[src/rtl/ntt_bfu_pkg.sv]
// Shared definitions for the NTT butterfly unit: opcodes, side-band stage record, latency helper.
package ntt_bfu_pkg;

  typedef enum logic [1:0] {
    OP_CT  = 2'b00,
    OP_GS  = 2'b01,
    OP_MUL = 2'b10,
    OP_BYP = 2'b11
  } op_e;

  // Control side-band carried next to each stage; the tag travels in a parallel TAGW-wide line.
  typedef struct packed {
    logic valid;
    op_e  op;
    logic half;
  } bfu_sb_t;

  function automatic int unsigned bfu_lat(input int unsigned mul_lat);
    return mul_lat + 2;
  endfunction

endpackage

[src/rtl/bfu_v1_if.sv]
// Operand/result bundle of the butterfly unit; master drives operations, slave is the datapath.
interface bfu_v1_if #(
  parameter int unsigned DATAW = 14,
  parameter int unsigned TAGW  = 8
);
  logic             en;
  logic             flush;
  logic             in_valid;
  logic [1:0]       op;
  logic             half;
  logic [TAGW-1:0]  in_tag;
  logic [DATAW-1:0] a;
  logic [DATAW-1:0] b;
  logic [DATAW-1:0] w;
  logic [DATAW-1:0] p;
  logic [DATAW:0]   mu;
  logic             out_valid;
  logic [TAGW-1:0]  out_tag;
  logic [DATAW-1:0] out1;
  logic [DATAW-1:0] out2;
  logic             busy;

  modport master (
    output en, flush, in_valid, op, half, in_tag, a, b, w, p, mu,
    input  out_valid, out_tag, out1, out2, busy
  );

  modport slave (
    input  en, flush, in_valid, op, half, in_tag, a, b, w, p, mu,
    output out_valid, out_tag, out1, out2, busy
  );
endinterface

[src/rtl/barrett_mm.sv]
// Pipelined Barrett modular multiplier, MUL_LAT register stages, result in [0,p).
module barrett_mm #(
  parameter int unsigned DATAW   = 14,
  parameter int unsigned MUL_LAT = 4
) (
  input  logic             clk,
  input  logic             rst,
  input  logic             en,
  input  logic [DATAW-1:0] x,
  input  logic [DATAW-1:0] y,
  input  logic [DATAW-1:0] p,
  input  logic [DATAW:0]   mu,
  output logic [DATAW-1:0] r
);
  localparam int unsigned PW   = 2 * DATAW;
  localparam int unsigned QW   = 2 * DATAW + 2;
  localparam int unsigned RW   = DATAW + 2;
  localparam int unsigned NDLY = MUL_LAT - 2;

  logic [PW-1:0]    t1_q;
  logic [RW-1:0]    t2_q;
  logic [DATAW:0]   q2_q;
  logic [DATAW:0]   q_d;
  logic [RW-1:0]    r0;
  logic [RW-1:0]    r1;
  logic [DATAW-1:0] r_red;
  logic [DATAW-1:0] dly_q [NDLY];

  // The quotient estimate undershoots by at most 2, so r0 < 3p fits RW bits.
  always_comb begin
    q_d   = (DATAW+1)'((QW'(t1_q[PW-1:DATAW-1]) * QW'(mu)) >> (DATAW + 1));
    r0    = t2_q - RW'(RW'(q2_q) * RW'(p));
    r1    = (r0 >= RW'(p)) ? r0 - RW'(p) : r0;
    r_red = DATAW'((r1 >= RW'(p)) ? r1 - RW'(p) : r1);
  end

  always_ff @(posedge clk or posedge rst) begin
    if (rst) begin
      t1_q <= '0;
      t2_q <= '0;
      q2_q <= '0;
      for (int j = 0; j < NDLY; j++) dly_q[j] <= '0;
    end else if (en) begin
      t1_q     <= PW'(x) * PW'(y);
      t2_q     <= t1_q[RW-1:0];
      q2_q     <= q_d;
      dly_q[0] <= r_red;
      for (int j = 1; j < NDLY; j++) dly_q[j] <= dly_q[j-1];
    end
  end

  assign r = dly_q[NDLY-1];

endmodule

[src/rtl/bfu_v1.sv]
// Stallable CT/GS/MUL/BYPASS butterfly with a Barrett multiplier core and fixed MUL_LAT+2 latency.
module bfu_v1
  import ntt_bfu_pkg::*;
#(
  parameter int unsigned DATAW   = 14,
  parameter int unsigned MUL_LAT = 4,
  parameter int unsigned TAGW    = 8
) (
  input logic     clk,
  input logic     rst,
  bfu_v1_if.slave bus
);

  function automatic logic [DATAW-1:0] mod_add(input logic [DATAW-1:0] x, y, m);
    logic [DATAW:0] s;
    s = {1'b0, x} + {1'b0, y};
    return (s >= {1'b0, m}) ? DATAW'(s - {1'b0, m}) : DATAW'(s);
  endfunction

  function automatic logic [DATAW-1:0] mod_sub(input logic [DATAW-1:0] x, y, m);
    return (x >= y) ? x - y : DATAW'({1'b0, x} + {1'b0, m} - {1'b0, y});
  endfunction

  function automatic logic [DATAW-1:0] mod_half(input logic [DATAW-1:0] x, m);
    return x[0] ? DATAW'(({1'b0, x} + {1'b0, m}) >> 1) : (x >> 1);
  endfunction

  op_e              op_in;
  logic [DATAW-1:0] s0_x_d, s0_y_d, s0_add_d;
  logic [DATAW-1:0] s0_x_q, s0_y_q;
  bfu_sb_t          sb_q   [MUL_LAT+1];
  logic [TAGW-1:0]  tag_q  [MUL_LAT+1];
  logic [DATAW-1:0] add_q  [MUL_LAT+1];
  logic [DATAW-1:0] side_q [MUL_LAT+1];
  logic [DATAW-1:0] mm_r;
  logic [DATAW-1:0] f_r1_d, f_r2_d, f_r1_q, f_r2_q;
  bfu_sb_t          f_sb_q;
  logic [TAGW-1:0]  f_tag_q;
  logic             out_valid_q;
  logic [TAGW-1:0]  out_tag_q;
  logic [DATAW-1:0] out1_q, out2_q;
  logic             do_half;
  logic             busy_d;

  assign op_in = op_e'(bus.op);

  always_comb begin
    s0_x_d   = bus.a;
    s0_y_d   = bus.b;
    s0_add_d = bus.a;
    unique case (op_in)
      OP_CT: begin
        s0_x_d = bus.b;
        s0_y_d = bus.w;
      end
      OP_GS: begin
        s0_x_d   = mod_sub(bus.a, bus.b, bus.p);
        s0_y_d   = bus.w;
        s0_add_d = mod_add(bus.a, bus.b, bus.p);
      end
      default: ;
    endcase
  end

  always_ff @(posedge clk or posedge rst) begin
    if (rst) begin
      sb_q[0]   <= '0;
      tag_q[0]  <= '0;
      add_q[0]  <= '0;
      side_q[0] <= '0;
      s0_x_q    <= '0;
      s0_y_q    <= '0;
    end else begin
      if (bus.en) begin
        sb_q[0]   <= '{valid: bus.in_valid, op: op_in, half: bus.half};
        tag_q[0]  <= bus.in_tag;
        add_q[0]  <= s0_add_d;
        side_q[0] <= bus.b;
        s0_x_q    <= s0_x_d;
        s0_y_q    <= s0_y_d;
      end
      if (bus.flush) sb_q[0].valid <= 1'b0;
    end
  end

  // Side-band and addend lines run in lock-step with the multiplier stages.
  for (genvar i = 1; i <= MUL_LAT; i++) begin : g_dly
    always_ff @(posedge clk or posedge rst) begin
      if (rst) begin
        sb_q[i]   <= '0;
        tag_q[i]  <= '0;
        add_q[i]  <= '0;
        side_q[i] <= '0;
      end else begin
        if (bus.en) begin
          sb_q[i]   <= sb_q[i-1];
          tag_q[i]  <= tag_q[i-1];
          add_q[i]  <= add_q[i-1];
          side_q[i] <= side_q[i-1];
        end
        if (bus.flush) sb_q[i].valid <= 1'b0;
      end
    end
  end

  barrett_mm #(
    .DATAW   (DATAW),
    .MUL_LAT (MUL_LAT)
  ) u_mm (
    .clk (clk),
    .rst (rst),
    .en  (bus.en),
    .x   (s0_x_q),
    .y   (s0_y_q),
    .p   (bus.p),
    .mu  (bus.mu),
    .r   (mm_r)
  );

  always_comb begin
    f_r1_d = add_q[MUL_LAT];
    f_r2_d = side_q[MUL_LAT];
    unique case (sb_q[MUL_LAT].op)
      OP_CT: begin
        f_r1_d = mod_add(add_q[MUL_LAT], mm_r, bus.p);
        f_r2_d = mod_sub(add_q[MUL_LAT], mm_r, bus.p);
      end
      OP_GS:   f_r2_d = mm_r;
      OP_MUL: begin
        f_r1_d = mm_r;
        f_r2_d = '0;
      end
      default: ;
    endcase
  end

  assign do_half = (f_sb_q.op == OP_GS) && f_sb_q.half;

  always_ff @(posedge clk or posedge rst) begin
    if (rst) begin
      f_sb_q      <= '0;
      f_tag_q     <= '0;
      f_r1_q      <= '0;
      f_r2_q      <= '0;
      out_valid_q <= 1'b0;
      out_tag_q   <= '0;
      out1_q      <= '0;
      out2_q      <= '0;
    end else begin
      if (bus.en) begin
        f_sb_q      <= sb_q[MUL_LAT];
        f_tag_q     <= tag_q[MUL_LAT];
        f_r1_q      <= f_r1_d;
        f_r2_q      <= f_r2_d;
        out_valid_q <= f_sb_q.valid;
        out_tag_q   <= f_tag_q;
        out1_q      <= do_half ? mod_half(f_r1_q, bus.p) : f_r1_q;
        out2_q      <= do_half ? mod_half(f_r2_q, bus.p) : f_r2_q;
      end
      if (bus.flush) begin
        f_sb_q.valid <= 1'b0;
        out_valid_q  <= 1'b0;
      end
    end
  end

  always_comb begin
    busy_d = f_sb_q.valid | out_valid_q;
    for (int i = 0; i <= MUL_LAT; i++) busy_d = busy_d | sb_q[i].valid;
  end

  assign bus.out_valid = out_valid_q;
  assign bus.out_tag   = out_tag_q;
  assign bus.out1      = out1_q;
  assign bus.out2      = out2_q;
  assign bus.busy      = busy_d;

endmodule

[src/flat_wrapper.sv]
// flat-port wrapper written by rule: the top's interface ports become plain ports
module bfu_v1_flat import ntt_bfu_pkg::*;
#(
  parameter int unsigned DATAW   = 14,
  parameter int unsigned MUL_LAT = 4,
  parameter int unsigned TAGW    = 8
)
  (clk, rst, bus_en, bus_flush, bus_in_valid, bus_op, bus_half, bus_in_tag, bus_a, bus_b, bus_w, bus_p, bus_mu, bus_out_valid, bus_out_tag, bus_out1, bus_out2, bus_busy);
  bfu_v1_if #(.DATAW(DATAW), .TAGW(TAGW)) bus_i ();
  input logic clk;
  input logic rst;
  input wire logic [$bits(bus_i.en)-1:0] bus_en;
  input wire logic [$bits(bus_i.flush)-1:0] bus_flush;
  input wire logic [$bits(bus_i.in_valid)-1:0] bus_in_valid;
  input wire logic [$bits(bus_i.op)-1:0] bus_op;
  input wire logic [$bits(bus_i.half)-1:0] bus_half;
  input wire logic [$bits(bus_i.in_tag)-1:0] bus_in_tag;
  input wire logic [$bits(bus_i.a)-1:0] bus_a;
  input wire logic [$bits(bus_i.b)-1:0] bus_b;
  input wire logic [$bits(bus_i.w)-1:0] bus_w;
  input wire logic [$bits(bus_i.p)-1:0] bus_p;
  input wire logic [$bits(bus_i.mu)-1:0] bus_mu;
  output wire logic [$bits(bus_i.out_valid)-1:0] bus_out_valid;
  output wire logic [$bits(bus_i.out_tag)-1:0] bus_out_tag;
  output wire logic [$bits(bus_i.out1)-1:0] bus_out1;
  output wire logic [$bits(bus_i.out2)-1:0] bus_out2;
  output wire logic [$bits(bus_i.busy)-1:0] bus_busy;
  assign bus_i.en = bus_en;
  assign bus_i.flush = bus_flush;
  assign bus_i.in_valid = bus_in_valid;
  assign bus_i.op = bus_op;
  assign bus_i.half = bus_half;
  assign bus_i.in_tag = bus_in_tag;
  assign bus_i.a = bus_a;
  assign bus_i.b = bus_b;
  assign bus_i.w = bus_w;
  assign bus_i.p = bus_p;
  assign bus_i.mu = bus_mu;
  assign bus_out_valid = bus_i.out_valid;
  assign bus_out_tag = bus_i.out_tag;
  assign bus_out1 = bus_i.out1;
  assign bus_out2 = bus_i.out2;
  assign bus_busy = bus_i.busy;
  bfu_v1 #(.DATAW(DATAW), .MUL_LAT(MUL_LAT), .TAGW(TAGW)) u_core (.clk(clk), .rst(rst), .bus(bus_i));
endmodule
[config.mk]
export PLATFORM = sky130hd
export DESIGN_NAME = bfu_v1_flat
export DESIGN_NICKNAME = d
export VERILOG_FILES = /design/src/rtl/ntt_bfu_pkg.sv /design/src/rtl/bfu_v1_if.sv /design/src/rtl/barrett_mm.sv /design/src/rtl/bfu_v1.sv /design/src/flat_wrapper.sv
export SDC_FILE = /design/constraint.sdc
export NUM_CORES = 2
export LEC_CHECK = 0
export CORE_MARGIN = 2
export CORE_UTILIZATION = 64
export DETAILED_ROUTE_END_ITERATION = 10
export GPL_TIMING_DRIVEN = 0
export PLACE_DENSITY = 0.82
export RECOVER_POWER = 25
export SYNTH_ARGS = -nofsm -noshare
export SYNTH_HDL_FRONTEND = slang
export SYNTH_SLANG_ARGS = --single-unit
[constraint.sdc]
create_clock -name clk -period 20.9 [get_ports clk]
set_input_delay 6.27 -clock clk [delete_from_list [all_inputs] [get_ports clk]]
set_output_delay 6.27 -clock clk [all_outputs]
set_load 0.005 [all_outputs]
## Yosys cells after proc, flatten, opt, wreduce, memory -nomap -nowiden

Index checks and enable logic that the tools add are counted.

- Register bits after elaboration: 392
- Bits of input ports: 87
- Output and inout port bits: 38
- Word-level logic and storage cells: 115

- Add/sub/neg operators: 15
- Multiply operators: 3
- $lt $le $gt $ge: 6
- Eq/ne operators: 4
- Mux-type cells: 29
- Bitwise operators: 6
- Reductions and logical operators: 5

Operators with widths:

| operator | number |
|---|---|
| 14-bit two-way mux | 11 |
| 14-bit subtractor | 7 |
| 14-bit by 14-bit adder with 15-bit output | 4 |
| 14-bit case mux with 2 select lines | 2 |
| 14-bit case mux with 3 select lines | 1 |
| 16-bit by 14-bit >= comparator with 1-bit output | 2 |
| 15-bit by 14-bit >= comparator with 1-bit output | 2 |
| 15-bit by 15-bit multiplier with 30-bit output | 1 |
| 14-bit adder | 2 |
| 14-bit >= comparator | 2 |
| 14-bit by 14-bit multiplier with 28-bit output | 1 |
| 4-bit two-way mux | 6 |
| 15-bit by 14-bit multiplier with 16-bit output | 1 |
| 16-bit two-way mux | 1 |
| 16-bit by 14-bit subtractor with 16-bit output | 1 |
| 16-bit subtractor | 1 |
| 1-bit two-way mux | 8 |
| 2-bit by 1-bit == test with 1-bit output (second input constant) | 3 |
| 1-bit bitwise OR | 6 |
| 2-bit logical NOT | 2 |
| 2-bit == test (second input constant) | 1 |
| 2-bit nonzero test | 1 |
| 2-bit OR reduction | 1 |
| 1-bit logical AND | 1 |

## Longest topological paths before layout

- Depth in word-level cells: 6
- Mapped depth: 41
- Depth with buffers taken out: 39

## By module

Synthesis repeated with hierarchy kept, for this count alone.

- Cells, all modules: 4518
- Area, all modules: 42829.8 um^2

Modules (own cells, without submodules):

| module | times used | cells an instance | area an instance (um^2) | sequential area each (um^2) |
|---|---|---|---|---|
| barrett_mm | 1 | 2474 | 22595.4 | 2177.1 |
| bfu_v1 | 1 | 2044 | 20234.4 | 7632.3 |

## Worst setup path after synthesis

No wires, ideal clock.

- Kind: input -> register
- Start: input port bus_p[0]
- End: register u_core.u_mm.dly_q[27] (netlist name)
- Setup time: 137 ps
- Arrival: 15410 ps
- Data required time: 20763 ps
- Slack: 5353 ps
- Stages: 36
- Path buffers: 4
- Path through: clkbuf_1 > clkbuf_1 > nand2_1 > fa_1 > inv_1 > fa_1 > inv_1 > fa_1 > fa_1 > fa_1 > fa_1 > ha_1 > and3_1 > a211oi_1 > xnor2_1 > ha_1 > a21o_1 > a21oi_1 > o21a_1 > a31oi_1 > nor4b_4 > buf_8 > mux2_4 > fa_1 > a21o_1 > a21oi_1 > o21ai_0 > a31o_1 > a21o_2 > a21oi_1 > o21ai_0 > a2111oi_0 > a41oi_2 > buf_8 > mux2i_1 > a21oi_1

- Cells in the longest elaborated chain, start to end: 6
- Elaborated cells between the ends (all ways): 8
- Classes of those cells: add/sub (3); mul (1); order compare (2); mux (2)

Ends and longest elaborated chain:

| element | RTL line | RTL |
|---|---|---|
| from (decl) | flat_wrapper.sv:21 | `input wire logic [$bits(bus_i.p)-1:0] bus_p;` |
| 15-bit by 14-bit multiplier with 16-bit output | barrett_mm.sv:32 | `r0 = t2_q - RW'(RW'(q2_q) * RW'(p));` |
| 16-bit subtractor | barrett_mm.sv:32 |  |
| 16-bit by 14-bit subtractor with 16-bit output / 16-bit by 14-bit >= comparator with 1-bit output (equally long branches) | barrett_mm.sv:33 | `r1 = (r0 >= RW'(p)) ? r0 - RW'(p) : r0;` |
| 16-bit two-way mux | barrett_mm.sv:33 |  |
| 14-bit subtractor / 16-bit by 14-bit >= comparator with 1-bit output (equally long branches) | barrett_mm.sv:34 | `r_red = DATAW'((r1 >= RW'(p)) ? r1 - RW'(p) : r1);` |
| 14-bit two-way mux (*) | barrett_mm.sv:34 |  |
| to (decl) | barrett_mm.sv:27 | `logic [DATAW-1:0] dly_q [NDLY];` |

Every way passes the cells marked *; elsewhere a longest branch is shown, timed or not.
A chain may end at the register's enable or synchronous reset.

## Worst setup path in the final report

Ends and elaborated chain as after synthesis.

==> reports/metrics.cfg <==
[clock_tree]
clock-sinks = 392
hold_buffers = 0
path_clk_slew_ns = 0.06
post_cts_resized = 0
ctsRootBufferMaster = clkbuf_16
cts_setup_buffers = 0
htree_levels = 2
cts_tree = done
clock_latency_ns = 0.60
cts_buffer_depth = 3
numCtsBuffers = 44

[drt]
wl_met3_um = 8890
wl_met1_um = 46900
first_pass_iters = 7
met2WireLength_um = 56600
via_per_inst = 6.03
vias = 33044
ant_nets = 0
drcViolationCount = 0
top_layer = met4
wl_per_cell_um = 22.0
drtIter0Drc = 2739
drt_wl_total_um = 121000

[worst_setup_path]
crit_type = primary input to flop
crit_top_cell = fa_1
slowest_stage = clkdlybuf4s50_1
critPathLaunchType = primary input
cp_max_fo = 10
critPathMaxStageDelay_ns = 0.92
rrSetupSlack_ns = 9.81
arrival_ns = 18.29
endpoint_kind = flop
worstPathRequired_ns = 21.32

[sta]
hold_viol = 0
maxSlewViolCount = 193
tightest_slew_ns = 4.96
slew_headroom_pct = -231
clock.fmax_mhz = 56.0
fin_skew_ns = 0.0290
setup_viol = 0
whs_ns = 0.479
fin_crit_ns = 17.87
finalCritPeriodShare_pct = 85.5
rsz0062_at_grt = no
tns_ns = 0

[status]
violations = capacitance limit, slew limit
outcome = finished with violations

[logic_synthesis]
syn-cell-area_um2 = 41900
ys_seq_area_share_pct = 23.4
ys_seq_elements = 392
synth_fp_nets = 5351
synth-async-reset-ratio_pct = 100
synth_edf_count = 0
yosys_warnings = 0
synth.distinct_cells = 84
synth_ff_type = dfrtp_1
syn_area_per_cell_um2 = 9.47
synth_cells = 4429

[placed_design]
placed_cells = 5408
gp_congestion = 0.988
dpl.hpwl_um = 95300
io_buffers = 121

[layout]
final_common_cell = inv_1
fin_util_pct = 70.9
drive_gt1_share_pct = 8.19
final_nets = 5521
n_antenna_cell = 0
syn_to_final_growth_pct = 9.15
layoutNonFillerInstCount = 5484
layout_common_cells = inv_1 (611), nand2_1 (503), fa_1 (440), ha_1 (395), dfrtp_1 (392)

[job]
cap_violations = 3

[floorplan]
coreArea_um2 = 64600
chipWidth_um = 260
ios = 125
rows = 93
fp.dieH_um = 260
start_util_pct = 64.9
die_area_um2 = 67600

[global_route]
grt_pass1_wl_um = 190000
grt_usage_pct = 36.6
grt_overflow_total = 0
antenna_found_initial = 0
grt_pass1_vias = 34198
grt_max_degree = 119

[hold_path]
hold_path.class = flop to flop

per-layer routing:
layer  vias to the layer above  track usage (%)
li1                      14799                -
met5                         -                0
met2                      1432             59.9
met1                     16400             46.2
met3                       413             5.90
met4                         0             21.1
state kept, by name, indices dropped and copies added (netlist names), 14 cells and up:
register / count
u_core.u_mm.t1_q: 28
u_core.f_r2_q: 14
u_core.f_r1_q: 14
u_core.u_mm.r: 14
u_core.tag_q: 40
u_core.side_q: 70
u_core.s0_y_q: 14
u_core.bus.out2: 14
u_core.add_q: 70
u_core.u_mm.dly_q: 14
u_core.u_mm.q2_q: 15
u_core.s0_x_q: 14
u_core.bus.out1: 14
u_core.u_mm.t2_q: 16
u_core.sb_q: 20
final cells by class:
class / instances / area (um^2)
clock inverter: 21 / 285
timing repair buffer: 124 / 1270
inverter: 613 / 2300
buffer: 193 / 798
clock buffer: 55 / 1210
fill: 4794 / 18800
tap: 855 / 1070
sequential: 392 / 9810
multi-input combinational: 3231 / 29000
cells by family (layout without fill, tap and decap cells):
kind of cell             after synthesis  after routing  synth area share (%)
buffers and inverters                806           1006                  7.39
AO/OA/AOI/OAI                        679            679                  10.2
adder cells (fa/ha/maj)              835            835                  32.8
multiplexers                         326            326                  8.64
XOR/XNOR                             214            214                  4.54
AND/OR/NAND/NOR                     1177           1177                  13.1
flip-flops                           392            392                  23.4
worst max-delay path, delay by kind of cell:
family | cells | cell delay, ns
adders and majority gates | 9 | 4.20
muxes | 2 | 0.57
AOI/OAI and AO/OA | 15 | 3.60
and+or+nand+nor | 3 | 0.84
buffers and inverters | 7 | 2.52
xor gates and xnor gates | 1 | 0.25
metrics by stage:
step                cell area [um^2]  setup slack [ns]
floorplan                      41900              3.73
detailed placement             44300              2.84
CTS                            45800              3.31
global route                   45800              2.52
global placement               44200            -0.942
finish                         45800              3.03
final timing paths:
kind	from	endpoint	depth (start not counted)
worst max-delay path	bus_p[0]	u_core.u_mm.dly_q[27]	37
worst min-delay path	u_core.bus.out2[13]	u_core.bus.out2[13]	2
worst max register to register	u_core.u_mm.q2_q[2]	u_core.u_mm.dly_q[27]	39
worst min register to register	u_core.bus.out2[13]	u_core.bus.out2[13]	2
max in group asynchronous	rst	u_core.f_r1_q[11]	3
min in group asynchronous	rst	u_core.sb_q[7]	2
synth_stat cells, drive strengths merged (5+ instances only):
cell type	count	share of area, %
a2111oi	7	0.15
a211o	5	0.10
a211oi	35	0.63
a21boi	7	0.13
a21o	57	1.0
a21oi	216	2.6
a221o	13	0.31
a221oi	10	0.21
a31o	6	0.13
a31oi	21	0.35
a41oi	5	0.12
and2	223	3.3
and3	17	0.25
buf	21	0.29
clkbuf	172	1.6
dfrtp	392	23
fa	440	21
ha	395	12
inv	612	5.5
mux2	259	7.0
mux2i	67	1.6
nand2	506	4.5
nand2b	19	0.28
nand3	32	0.38
nand4	12	0.18
nor2	224	2.0
nor2b	29	0.43
nor3	60	0.72
nor4	5	0.075
o211ai	10	0.18
o21a	22	0.39
o21ai	178	2.1
o21bai	24	0.43
o31a	7	0.15
o31ai	16	0.29
o41ai	6	0.13
or2	9	0.13
or3	28	0.42
xnor2	165	3.5
xor2	49	1.0
Power is left out: the tool's default activity adds up to more than one toggle a clock period on the data nets, which glitch-free logic cannot reach.
